**src/rtl/core_seq_ctrl.sv**
```systemverilog
// core_seq_ctrl: instruction sequencer driving the 26-bit core inst word.
// Owns kmem load/feed, double-buffered qmem fill/stream, execute and pmem drain.
// Ports:
//   clk, reset              clock, async active-high reset
//   start, load_kernel      job launch (accepted in IDLE only)
//   k_valid / k_ready       kernel row handshake
//   q_valid / q_ready       query row handshake
//   fifo_valid              ofifo holds at least one row
//   inst [25:0]             registered core instruction word
//   busy, done              job active / last pmem row written
module core_seq_ctrl #(
    parameter int LEN    = 8,
    parameter int ADDR_W = 4
) (
    input  logic        clk,
    input  logic        reset,
    input  logic        start,
    input  logic        load_kernel,
    input  logic        k_valid,
    output logic        k_ready,
    input  logic        q_valid,
    output logic        q_ready,
    input  logic        fifo_valid,
    output logic [25:0] inst,
    output logic        busy,
    output logic        done
);

    // EXEC is split into a fill wait, the bank swap cycle and the read run.
    typedef enum logic [2:0] {
        IDLE, KLOAD, KFEED, EXEC, SWAP, RUN, DRAIN, DONE
    } state_t;

    localparam int            CW    = 5;
    localparam logic [CW-1:0] LEN_C = CW'(LEN);
    localparam logic [CW-1:0] ONE   = CW'(1);

    state_t            state, state_n;
    logic [CW-1:0]     cnt, cnt_n;
    logic [CW-1:0]     fill_cnt, fill_cnt_n;
    logic [ADDR_W-1:0] pmem_ptr, pmem_ptr_n;
    logic              rsel, rsel_n;
    logic [25:0]       inst_n;
    logic              k_acc, q_acc, fill_full;

    // Every inst field is decided from this cycle's state and inputs and
    // shows up registered one cycle later.
    always_comb begin
        state_n    = state;
        cnt_n      = cnt;
        fill_cnt_n = fill_cnt;
        pmem_ptr_n = pmem_ptr;
        rsel_n     = rsel;
        inst_n     = '0;
        k_acc      = k_valid && k_ready;
        q_acc      = q_valid && q_ready;
        fill_full  = (fill_cnt == LEN_C);

        // Kernel load / execute trail their SRAM reads by one cycle.
        inst_n[6] = inst[3];
        inst_n[7] = inst[5];

        if (q_acc) begin
            inst_n[4]     = 1'b1;
            inst_n[24:21] = 4'(fill_cnt);
            fill_cnt_n    = fill_cnt + ONE;
        end

        unique case (state)
            IDLE: begin
                if (start) begin
                    cnt_n   = '0;
                    state_n = load_kernel ? KLOAD : EXEC;
                end
            end
            KLOAD: begin
                if (k_acc) begin
                    inst_n[2]     = 1'b1;
                    inst_n[16:13] = 4'(cnt);
                    if (cnt == LEN_C - ONE) begin
                        cnt_n   = '0;
                        state_n = KFEED;
                    end else begin
                        cnt_n = cnt + ONE;
                    end
                end
            end
            KFEED: begin
                if (cnt == LEN_C) begin
                    cnt_n   = '0;
                    state_n = EXEC;
                end else begin
                    inst_n[3]     = 1'b1;
                    inst_n[16:13] = 4'(cnt);
                    cnt_n         = cnt + ONE;
                end
            end
            EXEC: begin
                if (fill_full) begin
                    rsel_n     = !rsel;
                    fill_cnt_n = '0;
                    state_n    = SWAP;
                end
            end
            SWAP: begin
                cnt_n   = '0;
                state_n = RUN;
            end
            RUN: begin
                if (cnt == LEN_C) begin
                    cnt_n   = '0;
                    state_n = DRAIN;
                end else begin
                    inst_n[5]     = 1'b1;
                    inst_n[20:17] = 4'(cnt);
                    cnt_n         = cnt + ONE;
                end
            end
            DRAIN: begin
                if (fifo_valid) begin
                    inst_n[12]   = 1'b1;
                    inst_n[0]    = 1'b1;
                    inst_n[11:8] = 4'(pmem_ptr);
                    pmem_ptr_n   = pmem_ptr + ADDR_W'(1);
                    if (cnt == LEN_C - ONE) begin
                        cnt_n   = '0;
                        state_n = DONE;
                    end else begin
                        cnt_n = cnt + ONE;
                    end
                end
            end
            DONE: begin
                state_n = IDLE;
            end
        endcase

        inst_n[25] = rsel_n;
    end

    always_ff @(posedge clk or posedge reset) begin
        if (reset) begin
            state    <= IDLE;
            cnt      <= '0;
            fill_cnt <= '0;
            pmem_ptr <= '0;
            rsel     <= 1'b0;
            inst     <= '0;
            k_ready  <= 1'b0;
            q_ready  <= 1'b0;
            busy     <= 1'b0;
            done     <= 1'b0;
        end else begin
            state    <= state_n;
            cnt      <= cnt_n;
            fill_cnt <= fill_cnt_n;
            pmem_ptr <= pmem_ptr_n;
            rsel     <= rsel_n;
            inst     <= inst_n;
            k_ready  <= (state_n == KLOAD);
            // mem_in is shared, so q_ready stays low whenever k_ready can be high.
            q_ready  <= (fill_cnt_n != LEN_C) &&
                        !(state_n inside {KLOAD, KFEED, SWAP});
            busy     <= (state_n != IDLE);
            done     <= (state_n == DONE);
        end
    end

endmodule
```
**config.mk**
```make
export PLATFORM = sky130hd
export DESIGN_NAME = core_seq_ctrl
export DESIGN_NICKNAME = d
export VERILOG_FILES = /design/src/rtl/core_seq_ctrl.sv
export SDC_FILE = /design/constraint.sdc
export NUM_CORES = 1
export LEC_CHECK = 0
export CAP_MARGIN = 20
export CELL_PAD_IN_SITES_DETAIL_PLACEMENT = 0
export CELL_PAD_IN_SITES_GLOBAL_PLACEMENT = 1
export CORE_UTILIZATION = 46
export CTS_BUF_LIST = sky130_fd_sc_hd__clkbuf_4 sky130_fd_sc_hd__clkbuf_8
export CTS_CLUSTER_DIAMETER = 80
export DETAILED_ROUTE_END_ITERATION = 8
export GPL_ROUTABILITY_DRIVEN = 0
export PLACE_DENSITY = 0.95
export SYNTH_ARGS = -nofsm -noshare
export SYNTH_HDL_FRONTEND = slang
export SYNTH_SLANG_ARGS = --single-unit
```
**constraint.sdc**
```tcl
create_clock -name clk -period 5.1 [get_ports clk]
set_input_delay 0.51 -clock clk [delete_from_list [all_inputs] [get_ports clk]]
set_output_delay 0.51 -clock clk [all_outputs]
set_load 0.02 [all_outputs]
```
==> results by group <==
Outcome
  – Status: complete, no violations

Timing
  – Post-route setup TNS: 0 ns
  – Tmin final: 2.00 ns
  – Worst-Margin Slew: 0.630 ns
  – Post-route clock period utilization: 39.3%
  – Min setup slack post-route: 3.10 ns
  – Fin. Hold Viols: 0
  – Relative slew slack: 58.0%
  – Clock Skew: 0.00427 ns
  – Peak Freq: 0.499 GHz
  – Max Transition Viols Final: 0
  – RSZ-0062 raised after global routing: no
  – # setup viols final: 0

Placement
  – Final HPWL DP: 2690 um
  – PortBufs: 35
  – Dpl cell area: 2420 sq um
  – Placed insts: 261
  – Dpl ws: 2.90 ns

Power and ir drop
  – Clock network power share: 24.2%
  – Pwr dens: 444 nW/um^2
  – Combinational Power Share: 31.9%
  – Switching share of power: 33.2%
  – Sequential share of power: 43.9%
  – Total Power: 1.13 mW
  – Int Pwr: 0.754 mW
  – Maximum vdd drop: 0.154 mV
  – P_sw: 0.376 mW
  – LEAKAGE: 1.14 nW

Final layout
  – Most frequent cells in the layout: dfrtp_1, clkdlybuf4s50_1, and2_1
  – Area grow syn2layout: 22.8%
  – Most common cell after layout, fill and taps aside: dfrtp_1
  – N_diodes: 0
  – Post-Layout Cell Count: 269
  – Layout cell share with drive strength beyond 1: 9.22%
  – Final Cell Area: 2540 sq um
  – Final Net Count: 229

Route
  – Post-DRT Antenna Nets: 0
  – WL met3: 132 um
  – Max Used Layer: met4
  – DR WL met2: 1830 um
  – Wire length on met1: 1730 um
  – Vias per std cell: 5.47
  – DR iter-0 viols: 66
  – Vias post-DR: 1,471
  – Final WL: 3760 um
  – Remaining DRCs: 0
  – Pre-antenna DRT Iters: 4
  – WL/cell: 14.0 um

Worst setup path
  – CP Launch Type: flip-flop
  – Data required time of the worst path: 5.28 ns
  – Reg2reg end: cnt[4]
  – CP Buf/Inv Count: 1
  – Slowest-stage cell, CP: dfrtp_1
  – Reg2reg path depth: 7
  – Max incr delay on CP: 0.45 ns
  – R2R setup slack: 3.10 ns
  – Crit-path leading delay family: simple AND/OR/NAND/NOR gates
  – Start of the worst register-to-register path: cnt[0]
  – Worst-path cell chain: inv_1, ha_1, nor4bb_1, and2_1, o21a_1, o21bai_1, a22o_1
  – Critical path type: flip-flop to flip-flop
  – Crit path DAT: 2.19 ns
  – Endpoint type of the worst setup path: flip-flop
  – Critical path fanouts, max: 7

Logic synthesis
  – Simple-Gate Fraction of Synth Area: 20.5%
  – Syn Std Cell Area: 2070 sq um
  – Synth Register Bits: 45
  – Mapped Cells: 184
  – Main flop type after synthesis: dfrtp_1
  – Synth warn: 0
  – Async SR Flop Fraction: 100%
  – Multiplexer share of the synthesized area: 1.51%
  – Yosys cell types: 47
  – Main combinational cell family by area after synthesis: simple AND/OR/NAND/NOR gates
  – Top-area cell type share of the netlist area: 54.4%
  – Area share of fa/ha/maj cells after synthesis: 3.63%
  – Sequential area share after synthesis: 54.4%
  – Avg Cell Area, Syn: 11.3 sq um
  – Number of synthesized flops with an enable pin: 0
  – Largest area contributor in the netlist: dfrtp_1
  – Dominant cells by area after synthesis: dfrtp_1, and2_1, ha_1
  – Synth Area in Compound Gates: 12.0%
  – XOR/XNOR Fraction of Synth Area: 2.96%
  – Synth Net Count: 197

GRT
  – GRT overflow: 0
  – Initial antenna violation count: 0
  – Vias in the first global route: 1,425
  – Tot GR Track Use: 17.5%
  – Largest net degree at the start of global routing: 46
  – First-pass GRT wire length: 6600 um

Die
  – Die Footprint: 4770 sq um
  – Starting density of the core: 47.6%
  – Core box area: 4350 sq um
  – Die Span X: 69.1 um
  – I/O pins: 37
  – Die H: 69.1 um
  – Cell row count: 24

CTS
  – Clk slew on worst S/H paths: 0.08 ns
  – Hold-fix buffers at CTS: 0
  – Number of buffers created by CTS: 5
  – Setup Buffers After CTS: 0
  – H-tree Lvls: 2
  – Clk buf depth: 2
  – CTS tree: yes
  – Clk_lat worst skew: 0.29 ns
  – Number of clock sinks: 45
  – Clk root buf: clkbuf_8
  – Post-CTS Resized: 0

Worst hold path
  – Path category of the worst min-delay check: flip-flop to flip-flop
  – Endpoint, Worst Hold: inst[7]
  – Hold Path Depth: 0
  – Min-Delay Startpoint: inst[5]

Run
  – Max-cap check violation count: 0
-- routing by layer --
| metal | track usage, % | vias to the layer above |
|---|---|---|
| li1 | - | 703 |
| met1 | 21.5 | 728 |
| met2 | 28.4 | 33 |
| met3 | 5.26 | 7 |
| met4 | 7.48 | 0 |
| met5 | 0 | - |
-- state kept, by name, indices dropped and copies added (netlist names) --
| name | count |
|---|---|
| cnt | 5 |
| fill_cnt | 5 |
| inst | 24 |
| state | 3 |
| k_ready | 1 |
| busy | 1 |
| done | 1 |
| q_ready | 1 |
| pmem_ptr | 4 |
-- worst max path at each step --
stage	start	to	slack, ns	depth (start not counted)
final	cnt[0]	cnt[4]	3.10	7
after floorplan	cnt[0]	q_ready	3.43	6
after CTS	cnt[0]	cnt[4]	3.09	7
after global routing	cnt[0]	cnt[4]	2.93	7
after detailed placement	q_valid	q_ready	2.90	6
after global placement	q_valid	q_ready	2.97	6
-- kinds of logic (layout without fill, tap and decap cells) --
| group | count (synthesis) | after routing |
|---|---|---|
| buffers and inverters | 19 | 52 |
| adders and majority gates | 6 | 6 |
| muxes | 3 | 3 |
| xor gates and xnor gates | 7 | 7 |
| AOI/OAI and AO/OA | 35 | 35 |
| other | 1 | 1 |
| DFF | 45 | 45 |
| and+or+nand+nor | 68 | 68 |
-- worst register-to-register path: stages (launching register included) --
cell,delay [ns]
dfrtp_1,0.45
inv_1,0.09
ha_1,0.17
nor4bb_1,0.39
and2_1,0.27
o21a_1,0.20
o21bai_1,0.10
a22o_1,0.23
-- synth_stat cells (4+ instances only) --
cell      number
dfrtp_1       45
inv_1          8
a21oi_1        6
buf_4          5
xnor2_1        4
nand2_1        7
and3_1         5
o22ai_1        5
nand2b_1       6
nor2_1         9
nand3_1        5
nor2b_1        6
ha_1           6
o21ai_0        8
and2_1        13
nor3_1         4
-- metrics by stage --
| step | util, % | hold slack, ns |
|---|---|---|
| global placement | 55.7 | 0.356 |
| finish | 58.4 | 0.390 |
| detailed placement | 55.7 | 0.372 |
| global route | 58.4 | 0.404 |
| CTS | 58.4 | 0.385 |
| floorplan | - | 0.355 |
-- layout make-up --
type	instances	area [sq um]
timing repair buffer	36	358
clock buffer	7	90.1
multi-input combinational	120	845
clock inverter	1	30.0
tap	52	65.1
inverter	8	30.0
fill	384	1810
sequential	45	1130
-- power by group through the flow --
stage	logic [mW]	clock network (mW)	registers (mW)
6_report	0.361	0.274	0.496
3_3_place_gp	0.348	0	0.501
3_5_place_dp	0.363	0	0.502
2_1_floorplan	0.256	0	0.499
4_1_cts	0.364	0.282	0.495
5_1_grt	0.404	0.299	0.508
(Power assumes the default switching activity.)
